===== config.mk =====
export PLATFORM = sky130hd
export DESIGN_NAME = alu_seq
export DESIGN_NICKNAME = d
export VERILOG_FILES = /design/src/rtl/alu_seq.sv
export SDC_FILE = /design/constraint.sdc
export NUM_CORES = 1
export LEC_CHECK = 0
export BUFFER_PORTS_ARGS = -buffer_cell sky130_fd_sc_hd__buf_2
export CORE_MARGIN = 8
export CORE_UTILIZATION = 45
export CTS_CLUSTER_DIAMETER = 200
export DETAILED_ROUTE_END_ITERATION = 10
export PLACE_DENSITY = 0.75
export SYNTH_ARGS = -nofsm -noshare
export SYNTH_HDL_FRONTEND = slang
export SYNTH_SLANG_ARGS = --single-unit

===== constraint.sdc =====
create_clock -name clk -period 2 [get_ports clk]
set_input_delay 0.4 -clock clk [delete_from_list [all_inputs] [get_ports clk]]
set_output_delay 0.4 -clock clk [all_outputs]
set_load 0.1 [all_outputs]

===== src/rtl/alu_seq.sv =====
// alu_seq: byte-serial operand loader and result unloader around a combinational 16-bit ALU
module alu_seq #(
    parameter int                BYTE_W  = 8,
    parameter logic [BYTE_W-1:0] IDLE_OP = 8'h00
) (
    input  logic              clk,
    input  logic              rst_n,
    input  logic              flush,
    input  logic [BYTE_W-1:0] in_data,
    input  logic              in_valid,
    output logic              in_ready,
    output logic [BYTE_W-1:0] out_data,
    output logic              out_valid,
    input  logic              out_ready,
    output logic              busy,
    output logic              zero_flag,
    output logic              over_flag,
    output logic [BYTE_W-1:0] alu_op,
    output logic [BYTE_W-1:0] alu_a_low,
    output logic [BYTE_W-1:0] alu_a_high,
    output logic [BYTE_W-1:0] alu_b_low,
    output logic [BYTE_W-1:0] alu_b_high,
    input  logic [BYTE_W-1:0] alu_res_low,
    input  logic [BYTE_W-1:0] alu_res_high,
    input  logic              alu_zerof,
    input  logic              alu_overf
);
    localparam logic [2:0] S_OP   = 3'd0;
    localparam logic [2:0] S_AL   = 3'd1;
    localparam logic [2:0] S_AH   = 3'd2;
    localparam logic [2:0] S_BL   = 3'd3;
    localparam logic [2:0] S_BH   = 3'd4;
    localparam logic [2:0] S_EXEC = 3'd5;
    localparam logic [2:0] S_OUTL = 3'd6;
    localparam logic [2:0] S_OUTH = 3'd7;

    logic [2:0]        state_q, state_d;
    logic [BYTE_W-1:0] op_q, op_d, a_low_q, a_low_d, a_high_q, a_high_d;
    logic [BYTE_W-1:0] b_low_q, b_low_d, b_high_q, b_high_d;
    logic [BYTE_W-1:0] res_low_q, res_low_d, res_high_q, res_high_d;
    logic              zero_q, zero_d, over_q, over_d;
    logic              load, exec, emit;

    assign in_ready   = state_q <= S_BH;
    assign out_valid  = state_q == S_OUTL || state_q == S_OUTH;
    assign out_data   = state_q == S_OUTL ? res_low_q : state_q == S_OUTH ? res_high_q : '0;
    assign busy       = state_q != S_OP;
    assign zero_flag  = zero_q;
    assign over_flag  = over_q;
    assign alu_op     = op_q;
    assign alu_a_low  = a_low_q;
    assign alu_a_high = a_high_q;
    assign alu_b_low  = b_low_q;
    assign alu_b_high = b_high_q;

    // States are numbered in sequence so every advance is +1, S_OUTH wrapping to S_OP.
    always_comb begin
        load       = in_valid && in_ready && !flush;
        exec       = state_q == S_EXEC && !flush;
        emit       = out_valid && out_ready && !flush;
        state_d    = flush ? S_OP : (load || exec || emit) ? state_q + 3'd1 : state_q;
        op_d       = flush ? IDLE_OP : (load && state_q == S_OP) ? in_data : op_q;
        a_low_d    = (load && state_q == S_AL) ? in_data : a_low_q;
        a_high_d   = (load && state_q == S_AH) ? in_data : a_high_q;
        b_low_d    = (load && state_q == S_BL) ? in_data : b_low_q;
        b_high_d   = (load && state_q == S_BH) ? in_data : b_high_q;
        res_low_d  = exec ? alu_res_low : res_low_q;
        res_high_d = exec ? alu_res_high : res_high_q;
        zero_d     = exec ? alu_zerof : zero_q;
        over_d     = exec ? alu_overf : over_q;
    end

    always_ff @(posedge clk or negedge rst_n) begin
        if (!rst_n) begin
            state_q    <= S_OP;
            op_q       <= IDLE_OP;
            a_low_q    <= '0;
            a_high_q   <= '0;
            b_low_q    <= '0;
            b_high_q   <= '0;
            res_low_q  <= '0;
            res_high_q <= '0;
            zero_q     <= 1'b0;
            over_q     <= 1'b0;
        end else begin
            state_q    <= state_d;
            op_q       <= op_d;
            a_low_q    <= a_low_d;
            a_high_q   <= a_high_d;
            b_low_q    <= b_low_d;
            b_high_q   <= b_high_d;
            res_low_q  <= res_low_d;
            res_high_q <= res_high_d;
            zero_q     <= zero_d;
            over_q     <= over_d;
        end
    end
endmodule


Yosys cells after proc, flatten, opt, wreduce, memory -nomap -nowiden --
Cells that the tools add are included.
Word-level totals: flip-flop bits (word level) 61, latch bits 0, memory bits (writable) 0, ROM bits 0, bits of input ports 31, output and inout bits 53, logic and storage cells 43, memories 0
Cells by class: add/sub/neg operators 1, $mul 0, divide/modulo/power cells 0, order comparisons 1, eq/ne operators 7, shift-type cells 0, mux-type cells 6, bitwise gates (word level) 0, reduce and logical (&&, ||, !) cells 18
Operators by type and width (number):
- $mux W8 | 4
- $eq A3 B3 Y1 const B | 4
- $logic_and A1 B1 Y1 | 10
- $eq A3 B2 Y1 const B | 2
- $mux W3 | 2
- $reduce_bool A2 Y1 | 2
- $add A3 B1 Y3 const B | 1
- $eq A3 B1 Y1 const B | 1
- $le A3 B3 Y1 const B | 1
- $logic_not A3 Y1 | 1
- $logic_or A1 B1 Y1 | 3
- $reduce_bool A3 Y1 | 1
- $logic_not A1 Y1 | 1

Logic depth before layout (Yosys ltp) --
depth in word-level cells 7, mapped depth 7, mapped depth without buffers 5

Worst setup path before layout --
No wires, ideal clock.
kind register -> output, start point register state_q[0], end point output port out_data[3], data arrival time 3.248 ns, required time 1.600 ns, setup slack -1.648 ns, stages on the path, launching flop included 7, buffers on the path 2, cells stage by stage dfrtp_1 -> inv_1 -> ha_1 -> and2_2 -> clkbuf_1 -> buf_2 -> o21ai_0
Between the ends: cells in the longest elaborated chain, start to end 3
Ends and longest elaborated chain:
- from (decl) | line 37 | logic [2:0] state_q, state_d;
- from (signal assigned) | line 86 | state_q <= state_d;
- $eq A3 B3 Y1 | line 46 | assign out_data = state_q == S_OUTL ? res_low_q : state_q == S_OUTH ? res_high_q : '0;
- $mux W8 | line 46
- $mux W8 * | line 46
- to (decl) | line 12 | output logic [BYTE_W-1:0] out_data,
Every way passes the cells marked *; elsewhere a longest branch is shown, timed or not.

Final worst setup path --
start point register state_q[0], end point output port out_data[1]
The elaborated chain is that of the path after synthesis.

==> impl_metrics.prom <==
# TYPE chip_impl_metric gauge
chip_impl_metric{name="cts.htree.levels",unit=""} 3
chip_impl_metric{name="grt_max_degree",unit=""} 48
chip_impl_metric{name="period_minus_slack",unit="ns"} 2.055
chip_impl_info{name="critical_path.reg2reg.startpoint",value="state_q[0]$_DFFE_PN0P_"} 1
chip_impl_metric{name="synth-seq-cells",unit=""} 61
chip_impl_metric{name="drive_gt1_frac",unit=""} 0.6300
chip_impl_metric{name="grt_first_pass_wirelength",unit="um"} 10270
chip_impl_metric{name="rows",unit=""} 28
chip_impl_info{name="hold_class",value="primary input to register"} 1
chip_impl_metric{name="clock_path_buffers",unit=""} 2
chip_impl_info{name="synth_largest_area_cell",value="sky130_fd_sc_hd__dfrtp_1"} 1
chip_impl_metric{name="critical_path.max_fanout",unit=""} 7
chip_impl_metric{name="dp_hpwl",unit="um"} 4711
chip_impl_metric{name="nNetsFinal",unit=""} 332
chip_impl_metric{name="post_drt_via_cell_ratio",unit=""} 5.075
chip_impl_metric{name="multiInputGateArea",unit="um^2"} 1211
chip_impl_metric{name="min_path_cells",unit=""} 2
chip_impl_metric{name="worst_slew_margin_rel",unit=""} 0.6643
chip_impl_info{name="cpMaxStageDelayCell",value="sky130_fd_sc_hd__dfrtp_2"} 1
chip_impl_metric{name="avgRoutedWirePerCell",unit="um"} 17.64
chip_impl_metric{name="ys_async_sr_fraction",unit=""} 1.000
chip_impl_metric{name="ys_warn_count",unit=""} 0
chip_impl_info{name="outcome",value="finished with violations"} 1
chip_impl_info{name="violations",value="setup timing"} 1
chip_impl_info{name="synth_area_leaders",value="sky130_fd_sc_hd__dfrtp_1, sky130_fd_sc_hd__mux2_2, sky130_fd_sc_hd__nand2_1"} 1
chip_impl_metric{name="clock_insertion_delay_worst_skew",unit="ns"} 0.34
chip_impl_metric{name="final-seq-area",unit="um^2"} 1529
chip_impl_metric{name="dr_total_vias",unit=""} 1903
chip_impl_metric{name="post_placement_setup_slack",unit="ns"} 0.1088
chip_impl_metric{name="groute.usage.overall",unit=""} 0.1560
chip_impl_metric{name="first_global_vias",unit=""} 2084
chip_impl_metric{name="grt.overflow.total",unit=""} 0
chip_impl_metric{name="finalCoreUtilization",unit=""} 0.6469
chip_impl_metric{name="finalCritPeriodShare",unit=""} 1.028
chip_impl_metric{name="cts_buffers",unit=""} 9
chip_impl_metric{name="report.final.hold_viol_count",unit=""} 0
chip_impl_metric{name="r2r.worst_path.cells",unit=""} 7
chip_impl_metric{name="core_region_area",unit="um^2"} 5816
chip_impl_info{name="yosys_most_used_dff",value="sky130_fd_sc_hd__dfrtp_1"} 1
chip_impl_metric{name="achievable-frequency",unit="GHz"} 0.4866
chip_impl_metric{name="synth_enable_flop_cells",unit=""} 0
chip_impl_metric{name="detail-route-antenna-nets",unit=""} 0
chip_impl_metric{name="clock_skew",unit="ns"} 0.003627
chip_impl_metric{name="syn-cell-area",unit="um^2"} 2645
chip_impl_metric{name="finalSetupTns",unit="ns"} -0.3177
chip_impl_metric{name="first_iter_violations",unit=""} 93
chip_impl_info{name="timing.critical_path.cells",value="inv_2 -> ha_4 -> and2_4 -> nand2_1 -> o21ai_4 -> buf_12"} 1
chip_impl_metric{name="maxCapViolations",unit=""} 0
chip_impl_metric{name="postSynthNetCount",unit=""} 234
chip_impl_metric{name="drt_pass_1_iters",unit=""} 6
chip_impl_metric{name="floorplan.io_pins",unit=""} 84
chip_impl_metric{name="average_instance_area_after_synthesis",unit="um^2"} 13.43
chip_impl_metric{name="layout.filler_cells",unit=""} 458
chip_impl_info{name="worst_setup_path_start_kind",value="register"} 1
chip_impl_info{name="tritoncts",value="done"} 1
chip_impl_info{name="root_buffer",value="sky130_fd_sc_hd__clkbuf_8"} 1
chip_impl_metric{name="finalSetupViolCount",unit=""} 7
chip_impl_metric{name="reg2reg_setup_slack",unit="ns"} 0.10
chip_impl_info{name="path_class",value="register to primary output"} 1
chip_impl_metric{name="clock-sinks",unit=""} 61
chip_impl_info{name="holdCritStartpoint",value="alu_overf"} 1
chip_impl_metric{name="worst_setup_hold_path_clk_slew",unit="ns"} 0.07
chip_impl_metric{name="die_wd",unit="um"} 92.67
chip_impl_metric{name="area_delta_synth_final",unit="%"} 42.24
chip_impl_info{name="destination_of_the_worst_hold_path",value="over_flag$_DFFE_PN0P_"} 1
chip_impl_metric{name="floorplan.initialDensity",unit=""} 0.4548
chip_impl_metric{name="synthDistinctLibCells",unit=""} 24
chip_impl_info{name="end_of_the_worst_register_to_register_path",value="alu_b_low[1]$_DFFE_PN0P_"} 1
chip_impl_metric{name="cp.arrival",unit="ns"} 1.66
chip_impl_info{name="critPathCaptureType",value="primary output"} 1
chip_impl_metric{name="antenna-diode-count",unit=""} 0
chip_impl_info{name="setup_repair_after_global_routing_missed_its_margin",value="true"} 1
chip_impl_metric{name="final.hold.worst_slack",unit="ns"} 0.2883
chip_impl_metric{name="final_critical_path_setup_slack",unit="ns"} -0.05512
chip_impl_metric{name="die_h",unit="um"} 92.67
chip_impl_metric{name="netlist_instances",unit=""} 197
chip_impl_metric{name="yosysTopAreaCellShare",unit=""} 0.5771
chip_impl_metric{name="place_congestion",unit=""} 0.8096
chip_impl_metric{name="die-area",unit="um^2"} 8587
chip_impl_metric{name="timing.critical_path.slowest_cell_delay",unit="ns"} 0.45
chip_impl_metric{name="timing.final.max_slew_violations",unit=""} 0
chip_impl_metric{name="drc_errors",unit=""} 0
chip_impl_metric{name="antenna_violations_before_repair",unit=""} 0
chip_impl_metric{name="worst_slew_pin_slew",unit="ns"} 0.5070
chip_impl_metric{name="total_detailed_routing_wirelength",unit="um"} 6616
chip_impl_metric{name="worst_ep_required",unit="ns"} 1.60
chip_impl_metric{name="io_buffers",unit=""} 83
chip_impl_metric{name="yosysSeqAreaShare",unit=""} 0.5771
==> Yosys cell counts, drive strengths merged (3+ instances only) <==
| cell | count |
|---|---|
| buf | 7 |
| clkbuf | 3 |
| dfrtp | 61 |
| ha | 6 |
| inv | 3 |
| mux2 | 52 |
| nand2 | 25 |
| nand2b | 10 |
| o21ai | 16 |
==> through the flow <==
step	cells	instance area, um^2
floorplan	197	2796
global route	375	3762
CTS	373	3734
detailed placement	351	3415
global placement	351	3415
finish	375	3762
==> placed cells by master, fill, tap and decap left out, types with 3 or more instances in the layout <==
cell,count
sky130_fd_sc_hd__nand2b_1,9
sky130_fd_sc_hd__buf_4,9
sky130_fd_sc_hd__buf_12,11
sky130_fd_sc_hd__dfrtp_1,59
sky130_fd_sc_hd__nand2_1,23
sky130_fd_sc_hd__o21ai_0,8
sky130_fd_sc_hd__buf_2,72
sky130_fd_sc_hd__ha_4,3
sky130_fd_sc_hd__o21ai_4,8
sky130_fd_sc_hd__mux2_2,50
sky130_fd_sc_hd__buf_6,3
sky130_fd_sc_hd__clkbuf_8,11
==> flip-flops by register name, summed over array words and instances, names as in the netlist <==
name        cells
res_high_q      8
alu_op          8
zero_flag       1
state_q         3
res_low_q       8
alu_a_high      8
alu_a_low       8
alu_b_high      8
over_flag       1
alu_b_low       8
==> kinds of logic (layout without fill, tap and decap cells) <==
group | after synthesis | in the layout | synth area share
flops | 61 | 61 | 0.5771
mux | 53 | 53 | 0.2252
simple gates | 45 | 46 | 0.09366
compound gates | 19 | 19 | 0.04920
buf+inv | 13 | 115 | 0.02649
fa+ha+maj | 6 | 6 | 0.02838
==> what timing repair did <==
| action | CTS | global route |
|---|---|---|
| resized for setup | 11 | 4 |
| hold endpoints to repair | 14 | 0 |
| setup buffers | 4 | 2 |
| cloned | 1 | 0 |
| hold buffers | 1 | 0 |
| setup endpoints to repair | 10 | 8 |
| pin swaps | 8 | 2 |
==> worst max-delay path: cells and delay by family (launching register included) <==
family | cells | cell delay (ns)
adder cells (fa/ha/maj) | 1 | 0.16
AO/OA/AOI/OAI | 1 | 0.09
buffers and inverters | 2 | 0.28
AND/OR/NAND/NOR | 2 | 0.34
flip-flops | 1 | 0.45
==> layout make-up <==
type,instances,share of cell area
flip-flops and latches,61,0.4064
multi-input cells,124,0.3219
repair buffers,96,0.1839
clock buffers,12,0.04124
well taps,75,0.02494
clock inverters,4,0.01862
inverters,3,0.002993
==> worst max path at each step <==
stage                            from                      to  depth (start not counted)
2_1_floorplan  state_q[0]$_DFFE_PN0P_             out_data[3]                          6
3_3_place_gp   state_q[0]$_DFFE_PN0P_  state_q[0]$_DFFE_PN0P_                          5
3_5_place_dp   state_q[0]$_DFFE_PN0P_             out_data[5]                          6
4_1_cts        state_q[0]$_DFFE_PN0P_             out_data[3]                          6
5_1_grt        state_q[0]$_DFFE_PN0P_             out_data[1]                          6
6_report       state_q[0]$_DFFE_PN0P_             out_data[1]                          6
==> per-layer routing <==
metal	GRT usage	vias to the layer above	wire, um
met5	0	-	0
met4	0.06443	0	79
met3	0.06958	7	597
met2	0.2551	76	3199
met1	0.1736	947	2739
li1	-	873	-
Power is left out: the tool's default activity adds up to more than one toggle a clock period on the data nets, which glitch-free logic cannot reach.
